`config.mk`:
```
export PLATFORM = sky130hd
export DESIGN_NAME = bank_batch_reader
export DESIGN_NICKNAME = d
export VERILOG_FILES = /design/src/rtl/bank_reader_pkg.sv /design/src/rtl/bank_batch_reader_unpacker.sv /design/src/rtl/bank_batch_reader.sv
export SDC_FILE = /design/constraint.sdc
export NUM_CORES = 1
export LEC_CHECK = 0
export ABC_AREA = 1
export CORE_UTILIZATION = 35
export CTS_CLUSTER_DIAMETER = 80
export DETAILED_ROUTE_END_ITERATION = 6
export SLEW_MARGIN = 25
export SYNTH_ARGS = -nofsm -noshare
export SYNTH_HDL_FRONTEND = slang
export SYNTH_SLANG_ARGS = --single-unit
export TNS_END_PERCENT = 100
```
`constraint.sdc`:
```
create_clock -name I_clk -period 17.3 [get_ports I_clk]
set_clock_uncertainty 0.2 [all_clocks]
set_input_delay 2.595 -clock I_clk [delete_from_list [all_inputs] [get_ports I_clk]]
set_output_delay 2.595 -clock I_clk [all_outputs]
set_load 0.005 [all_outputs]
```
`src/rtl/bank_reader_pkg.sv`:
```
// Shared types and helpers for the bank batch reader.
// Optional prefetch path: BANK_READER_PREFETCH_EN.
package bank_reader_pkg;

  localparam int DEF_CHANNEL_COUNT = 3;
  localparam int DEF_BATCH_SIZE    = 16;
  localparam int DEF_BLOCK_DEPTH   = 480;
  localparam int DEF_COUNT_BITS    = 10;

  localparam int ADDR_BITS = $clog2(DEF_BLOCK_DEPTH);
  localparam int IDX_BITS  = $clog2(DEF_BATCH_SIZE);

  typedef enum logic [2:0] {
    IDLE,
    FETCH,
    WAIT,
    SHIFT,
    DONE
  } state_t;

  function automatic logic [31:0] wrap_inc(
    input logic [31:0] a,
    input logic [31:0] depth
  );
    return (a == depth - 32'd1) ? 32'd0 : a + 32'd1;
  endfunction

endpackage

```
`src/rtl/bank_batch_reader_unpacker.sv`:
```
// Holding register(s), byte index and byte-select mux for all channels.
// BANK_READER_PREFETCH_EN adds a shadow word swapped in on the last byte.
module batch_unpacker
  import bank_reader_pkg::*;
#(
  parameter int CHANNEL_COUNT = DEF_CHANNEL_COUNT,
  parameter int BATCH_SIZE    = DEF_BATCH_SIZE
) (
  input  logic i_clk,
  input  logic i_rst,
  input  logic i_load,
  input  logic i_advance,
`ifdef BANK_READER_PREFETCH_EN
  input  logic i_shadow_load,
  input  logic i_swap,
`endif
  input  logic i_show,
  input  logic [0:CHANNEL_COUNT-1][8*BATCH_SIZE-1:0] i_data,
  output logic [0:CHANNEL_COUNT-1][7:0] o_pixel,
  output logic o_last
);

  localparam int IW = $clog2(BATCH_SIZE);

  logic [0:CHANNEL_COUNT-1][8*BATCH_SIZE-1:0] r_hold;
  logic [IW-1:0] r_idx;
  logic [IW+2:0] w_sel;

`ifdef BANK_READER_PREFETCH_EN
  logic [0:CHANNEL_COUNT-1][8*BATCH_SIZE-1:0] r_shadow;

  always_ff @(posedge i_clk or posedge i_rst) begin
    if (i_rst) begin
      r_shadow <= '0;
    end else if (i_shadow_load) begin
      r_shadow <= i_data;
    end
  end
`endif

  always_ff @(posedge i_clk or posedge i_rst) begin
    if (i_rst) begin
      r_hold <= '0;
      r_idx  <= '0;
    end else if (i_load) begin
      r_hold <= i_data;
      r_idx  <= '0;
`ifdef BANK_READER_PREFETCH_EN
    end else if (i_swap) begin
      r_hold <= r_shadow;
      r_idx  <= '0;
`endif
    end else if (i_advance) begin
      r_idx <= r_idx + IW'(1);
    end
  end

  assign w_sel  = {r_idx, 3'b000};
  assign o_last = (r_idx == IW'(BATCH_SIZE - 1));

  // Byte 0 sits in the LSBs; output is forced to zero when not valid.
  always_comb begin
    o_pixel = '0;
    for (int c = 0; c < CHANNEL_COUNT; c++) begin
      o_pixel[c] = i_show ? r_hold[c][w_sel +: 8] : 8'h00;
    end
  end

endmodule

```
`src/rtl/bank_batch_reader.sv`:
```
// Fetches packed batches from the channel banks and streams pixels out.
// BANK_READER_PREFETCH_EN overlaps the next read with the current batch.
module bank_batch_reader
  import bank_reader_pkg::*;
#(
  parameter int CHANNEL_COUNT = DEF_CHANNEL_COUNT,
  parameter int BATCH_SIZE    = DEF_BATCH_SIZE,
  parameter int BLOCK_DEPTH   = DEF_BLOCK_DEPTH,
  parameter int COUNT_BITS    = DEF_COUNT_BITS
) (
  input  logic I_clk,
  input  logic I_rst,
  input  logic I_start,
  input  logic [$clog2(BLOCK_DEPTH)-1:0] I_base_address,
  input  logic [COUNT_BITS-1:0] I_batch_count,
  output logic O_rd_en,
  output logic [$clog2(BLOCK_DEPTH)-1:0] O_rd_address,
  input  logic [0:CHANNEL_COUNT-1][8*BATCH_SIZE-1:0] I_rd_data,
  output logic [0:CHANNEL_COUNT-1][7:0] O_pixel,
  output logic O_pixel_valid,
  input  logic I_pixel_ready,
  output logic O_busy,
  output logic O_done
);

  localparam int AW = $clog2(BLOCK_DEPTH);

  state_t r_state;
  logic r_rd_en;
  logic [AW-1:0] r_rd_address;
  logic [AW-1:0] r_addr;
  logic [COUNT_BITS-1:0] r_count;
  logic r_valid;
  logic r_busy;
  logic r_done;

  logic [AW-1:0] w_next_addr;
  logic w_transfer;
  logic w_last;
  logic w_load;
  logic w_advance;

  assign w_next_addr = AW'(wrap_inc(32'(r_addr), 32'(BLOCK_DEPTH)));
  assign w_transfer  = r_valid & I_pixel_ready;
  assign w_load      = (r_state == WAIT);
  assign w_advance   = w_transfer & ~w_last;

`ifdef BANK_READER_PREFETCH_EN
  logic r_pf_cap;
  logic w_swap;
  logic w_shadow_load;

  assign w_swap = w_transfer & w_last
                & (r_count != COUNT_BITS'(1));
  assign w_shadow_load = r_pf_cap & (r_state == SHIFT);
`endif

  always_ff @(posedge I_clk or posedge I_rst) begin
    if (I_rst) begin
      r_state      <= IDLE;
      r_rd_en      <= 1'b0;
      r_rd_address <= '0;
      r_addr       <= '0;
      r_count      <= '0;
      r_valid      <= 1'b0;
      r_busy       <= 1'b0;
      r_done       <= 1'b0;
`ifdef BANK_READER_PREFETCH_EN
      r_pf_cap     <= 1'b0;
`endif
    end else begin
      r_rd_en      <= 1'b0;
      r_rd_address <= '0;
      r_done       <= 1'b0;
`ifdef BANK_READER_PREFETCH_EN
      r_pf_cap     <= r_rd_en;
`endif
      unique case (r_state)
        IDLE: begin
          if (I_start) begin
            r_busy  <= 1'b1;
            r_addr  <= I_base_address;
            r_count <= I_batch_count;
            if (I_batch_count == '0) begin
              r_done  <= 1'b1;
              r_state <= DONE;
            end else begin
              r_rd_en      <= 1'b1;
              r_rd_address <= I_base_address;
              r_state      <= FETCH;
            end
          end
        end
        FETCH: r_state <= WAIT;
        WAIT: begin
          r_valid <= 1'b1;
          r_state <= SHIFT;
`ifdef BANK_READER_PREFETCH_EN
          if (r_count > COUNT_BITS'(1)) begin
            r_rd_en      <= 1'b1;
            r_rd_address <= w_next_addr;
            r_addr       <= w_next_addr;
          end
`endif
        end
        SHIFT: begin
          if (w_transfer && w_last) begin
            r_count <= r_count - COUNT_BITS'(1);
            if (r_count == COUNT_BITS'(1)) begin
              r_valid <= 1'b0;
              r_done  <= 1'b1;
              r_state <= DONE;
            end else begin
`ifdef BANK_READER_PREFETCH_EN
              // Shadow already holds this batch; fetch the one after it.
              if (r_count > COUNT_BITS'(2)) begin
                r_rd_en      <= 1'b1;
                r_rd_address <= w_next_addr;
                r_addr       <= w_next_addr;
              end
`else
              r_valid      <= 1'b0;
              r_rd_en      <= 1'b1;
              r_rd_address <= w_next_addr;
              r_addr       <= w_next_addr;
              r_state      <= FETCH;
`endif
            end
          end
        end
        DONE: begin
          r_busy  <= 1'b0;
          r_state <= IDLE;
        end
        default: r_state <= IDLE;
      endcase
    end
  end

  batch_unpacker #(
    .CHANNEL_COUNT(CHANNEL_COUNT),
    .BATCH_SIZE   (BATCH_SIZE)
  ) u_unpacker (
    .i_clk        (I_clk),
    .i_rst        (I_rst),
    .i_load       (w_load),
    .i_advance    (w_advance),
`ifdef BANK_READER_PREFETCH_EN
    .i_shadow_load(w_shadow_load),
    .i_swap       (w_swap),
`endif
    .i_show       (r_valid),
    .i_data       (I_rd_data),
    .o_pixel      (O_pixel),
    .o_last       (w_last)
  );

  assign O_rd_en       = r_rd_en;
  assign O_rd_address  = r_rd_address;
  assign O_pixel_valid = r_valid;
  assign O_busy        = r_busy;
  assign O_done        = r_done;

endmodule

```
==> results.json <==
{
  "async_flop_share": 1.00,
  "postCtsHoldBufs": 0,
  "grt_pass1_vias": 19000,
  "arrival_ps": 3880,
  "crit_fanout": 105,
  "synth-compound-area-share": 0.102,
  "p_switching_uw": 2050,
  "yosys.area.top_type_share": 0.505,
  "initial_utilization": 0.355,
  "diodes": 0,
  "hold_class": "flip-flop to flip-flop",
  "power.leakage_uw": 0.0133,
  "r2r-end": "u_unpacker.r_hold[14]$_DFFE_PP0P_",
  "r2r_cells": 7,
  "synth-simple-area-share": 0.275,
  "ant_nets": 0,
  "max_freq_mhz": 150,
  "yosysSeqAreaShare": 0.505,
  "cts_buffers": 50,
  "dieArea_mm2": 0.0609,
  "cts_tree": "yes",
  "clk_latency_ps": 580,
  "yosys-top-cells-area": "dfrtp_1 (50%), nand2_1 (19%), inv_1 (7.5%)",
  "cp_data_required_time_ps": 14510,
  "critPathCapture": "O_pixel[2]",
  "total_power_uw": 4940,
  "root_buffer": "clkbuf_16",
  "drv_slew": 0,
  "p_clk_frac": 0.228,
  "routed_via_density": 4.77,
  "gr-total-overflow": 0,
  "p_seq_frac": 0.331,
  "tns_ps": 0,
  "synth_top_family_by_area": "simple AND/OR/NAND/NOR gates",
  "grt_first_pass_wirelength_mm": 111,
  "ff2ff_setup_slack_ps": 12830,
  "netlist_area_mm2": 0.0210,
  "drive_gt1_frac": 0.0371,
  "cts_setup_buffers": 0,
  "synth_adder_area_share": 0.00239,
  "ys_top_cells_by_count": "nand2_1 (1055), dfrtp_1 (423), inv_1 (418), o21ai_0 (271), nand3_1 (268)",
  "p_int_uw": 2880,
  "maxCapViolations": 0,
  "final-instance-count-excl-fill": 4037,
  "combPwrFrac": 0.441,
  "worst_slew_pin_slew_ps": 994,
  "synth_fp_nets": 3289,
  "fill_cells": 5942,
  "drc_errors": 54,
  "vias": 19300,
  "endpoint_kind": "primary output",
  "track_usage": 0.241,
  "die_h_um": 247,
  "post-route-period-util": 0.386,
  "relSlewSlack": 0.333,
  "cts_resized": 0,
  "final-setup-viol-count": 0,
  "gp_congestion": 0.884,
  "period_minus_slack_ps": 6680,
  "rows": 89,
  "ys_seq_elements": 423,
  "yosysWarnings": 0,
  "grt_max_degree": 217,
  "antenna_found_initial": 10,
  "synthMuxAreaShare": 0,
  "status": "finished, violations left",
  "rsz0062_at_grt": "no",
  "fin_nets": 3634,
  "synth-xor-area-share": 0.000835,
  "yosys.area.top_type": "dfrtp_1",
  "synth_most_common_cell": "nand2_1",
  "synth_edf_count": 0,
  "die_w_um": 247,
  "switching_share": 0.416,
  "powerDensity_mw_per_mm2": 179,
  "area_growth_pct": 31.4,
  "port_buffers": 443,
  "violations": "design-rule violations",
  "dp_cells": 3943,
  "htreeDepth": 2,
  "worst_ir_drop_vdd_mv": 0.109,
  "clkTransAtPathRegs_ps": 60,
  "cts.sinks": 423,
  "firstDrtPassIters": 7,
  "startpoint": "u_unpacker.r_idx[0]$_DFFE_PP0P_",
  "clk_path_buf_depth": 3,
  "finalHoldViolCount": 0,
  "synthFlopType": "dfrtp_1",
  "io_pins": 444,
  "core-area_mm2": 0.0591,
  "dp_hpwl_mm": 51.9,
  "startpoint_type": "flip-flop",
  "drt_iter0_markers": 1466,
  "avgSynthCellArea_um2": 7.29,
  "crit_type": "flip-flop to primary output",
  "wl_mm": 73.7,
  "wl_per_cell_um": 18.3,
  "yosysUniqueCellTypes": 31,
  "syn_inst": 2878,
  "rr_startpoint": "r_state[2]$_DFFE_PP0P_"
}
[how the worst min path moves through the flow]
stage                                  startpoint                            endpoint  slack [ps]  cells past startpoint
2_1_floorplan  u_unpacker.r_hold[262]$_DFFE_PP0P_  u_unpacker.r_hold[262]$_DFFE_PP0P_         250                      2
3_3_place_gp   u_unpacker.r_hold[272]$_DFFE_PP0P_  u_unpacker.r_hold[272]$_DFFE_PP0P_         270                      2
3_5_place_dp   u_unpacker.r_hold[307]$_DFFE_PP0P_  u_unpacker.r_hold[307]$_DFFE_PP0P_         270                      2
4_1_cts        u_unpacker.r_hold[307]$_DFFE_PP0P_  u_unpacker.r_hold[307]$_DFFE_PP0P_         280                      2
5_1_grt        u_unpacker.r_hold[257]$_DFFE_PP0P_  u_unpacker.r_hold[257]$_DFFE_PP0P_         300                      2
6_report       u_unpacker.r_hold[307]$_DFFE_PP0P_  u_unpacker.r_hold[307]$_DFFE_PP0P_         280                      2
[layer usage]
layer,track usage,share of wire,vias up
li1,-,-,9568
met3,0.0501,0.073,131
met1,0.327,0.44,8931
met2,0.376,0.45,617
met4,0.0897,0.033,18
met5,0,0.0018,-
[state kept, by name, summed over array words and instances, names as in the netlist, 3 cells and up]
signal,cells
u_unpacker.r_idx,4
r_addr,9
r_count,10
r_state,3
u_unpacker.r_hold,384
O_rd_address,9
[stage by stage]
step,setup WS (ps),util,hold WS (ps),area (um2)
after floorplan,2730,-,250,21000
after global placement,11270,0.435,266,25700
after detailed placement,11240,0.435,267,25700
after CTS,10590,0.465,284,27500
after global routing,10340,0.466,297,27600
final,10620,0.466,281,27600
[critical path: stages (launching register included)]
cell and delay (ps):
dfrtp_4 610, inv_6 650, buf_4 750, nand2_1 130
nand3_1 100, nand3_1 170, nand3_1 180, a21oi_1 150
clkdlybuf4s50_1 490
[layout by cell type (no fill, tap or decap), types with 4 or more instances in the layout]
master / instances
clkbuf_8: 10
clkbuf_16: 51
o21ai_0: 271
a21oi_1: 27
clkbuf_1: 10
ha_1: 4
clkinv_2: 8
nand2_1: 1055
nor2_1: 80
clkinvlp_4: 5
clkdlybuf4s50_1: 443
nand4_1: 9
inv_2: 6
bufinv_16: 7
o21ai_1: 125
nand3_1: 268
dfrtp_1: 421
buf_4: 13
inv_1: 415
[power groups by stage]
stage               clock, uW  sequential [uW]  combinational [uW]
floorplan                   0             1600                1520
global placement            0             1640                2150
detailed placement          0             1650                2170
CTS                      1150             1630                2190
global route             1190             1680                2490
finish                   1130             1630                2180
[final cells by class]
type / count / area [um2] / area share
flip-flops and latches: 423 / 10600 / 0.384
multi-input cells: 1859 / 7990 / 0.290
repair buffers: 461 / 4610 / 0.167
inverters: 428 / 1630 / 0.0593
clock buffers: 71 / 1450 / 0.0527
well taps: 773 / 967 / 0.0351
clock inverters: 22 / 308 / 0.0112
[cells by family (layout without fill, tap and decap cells)]
kind of cell	after synthesis	in the layout
compound gates	427	427
xor+xnor	2	2
fa+ha+maj	4	4
buf+inv	596	982
flops	423	423
simple gates	1426	1426
(Power assumes the default switching activity.)
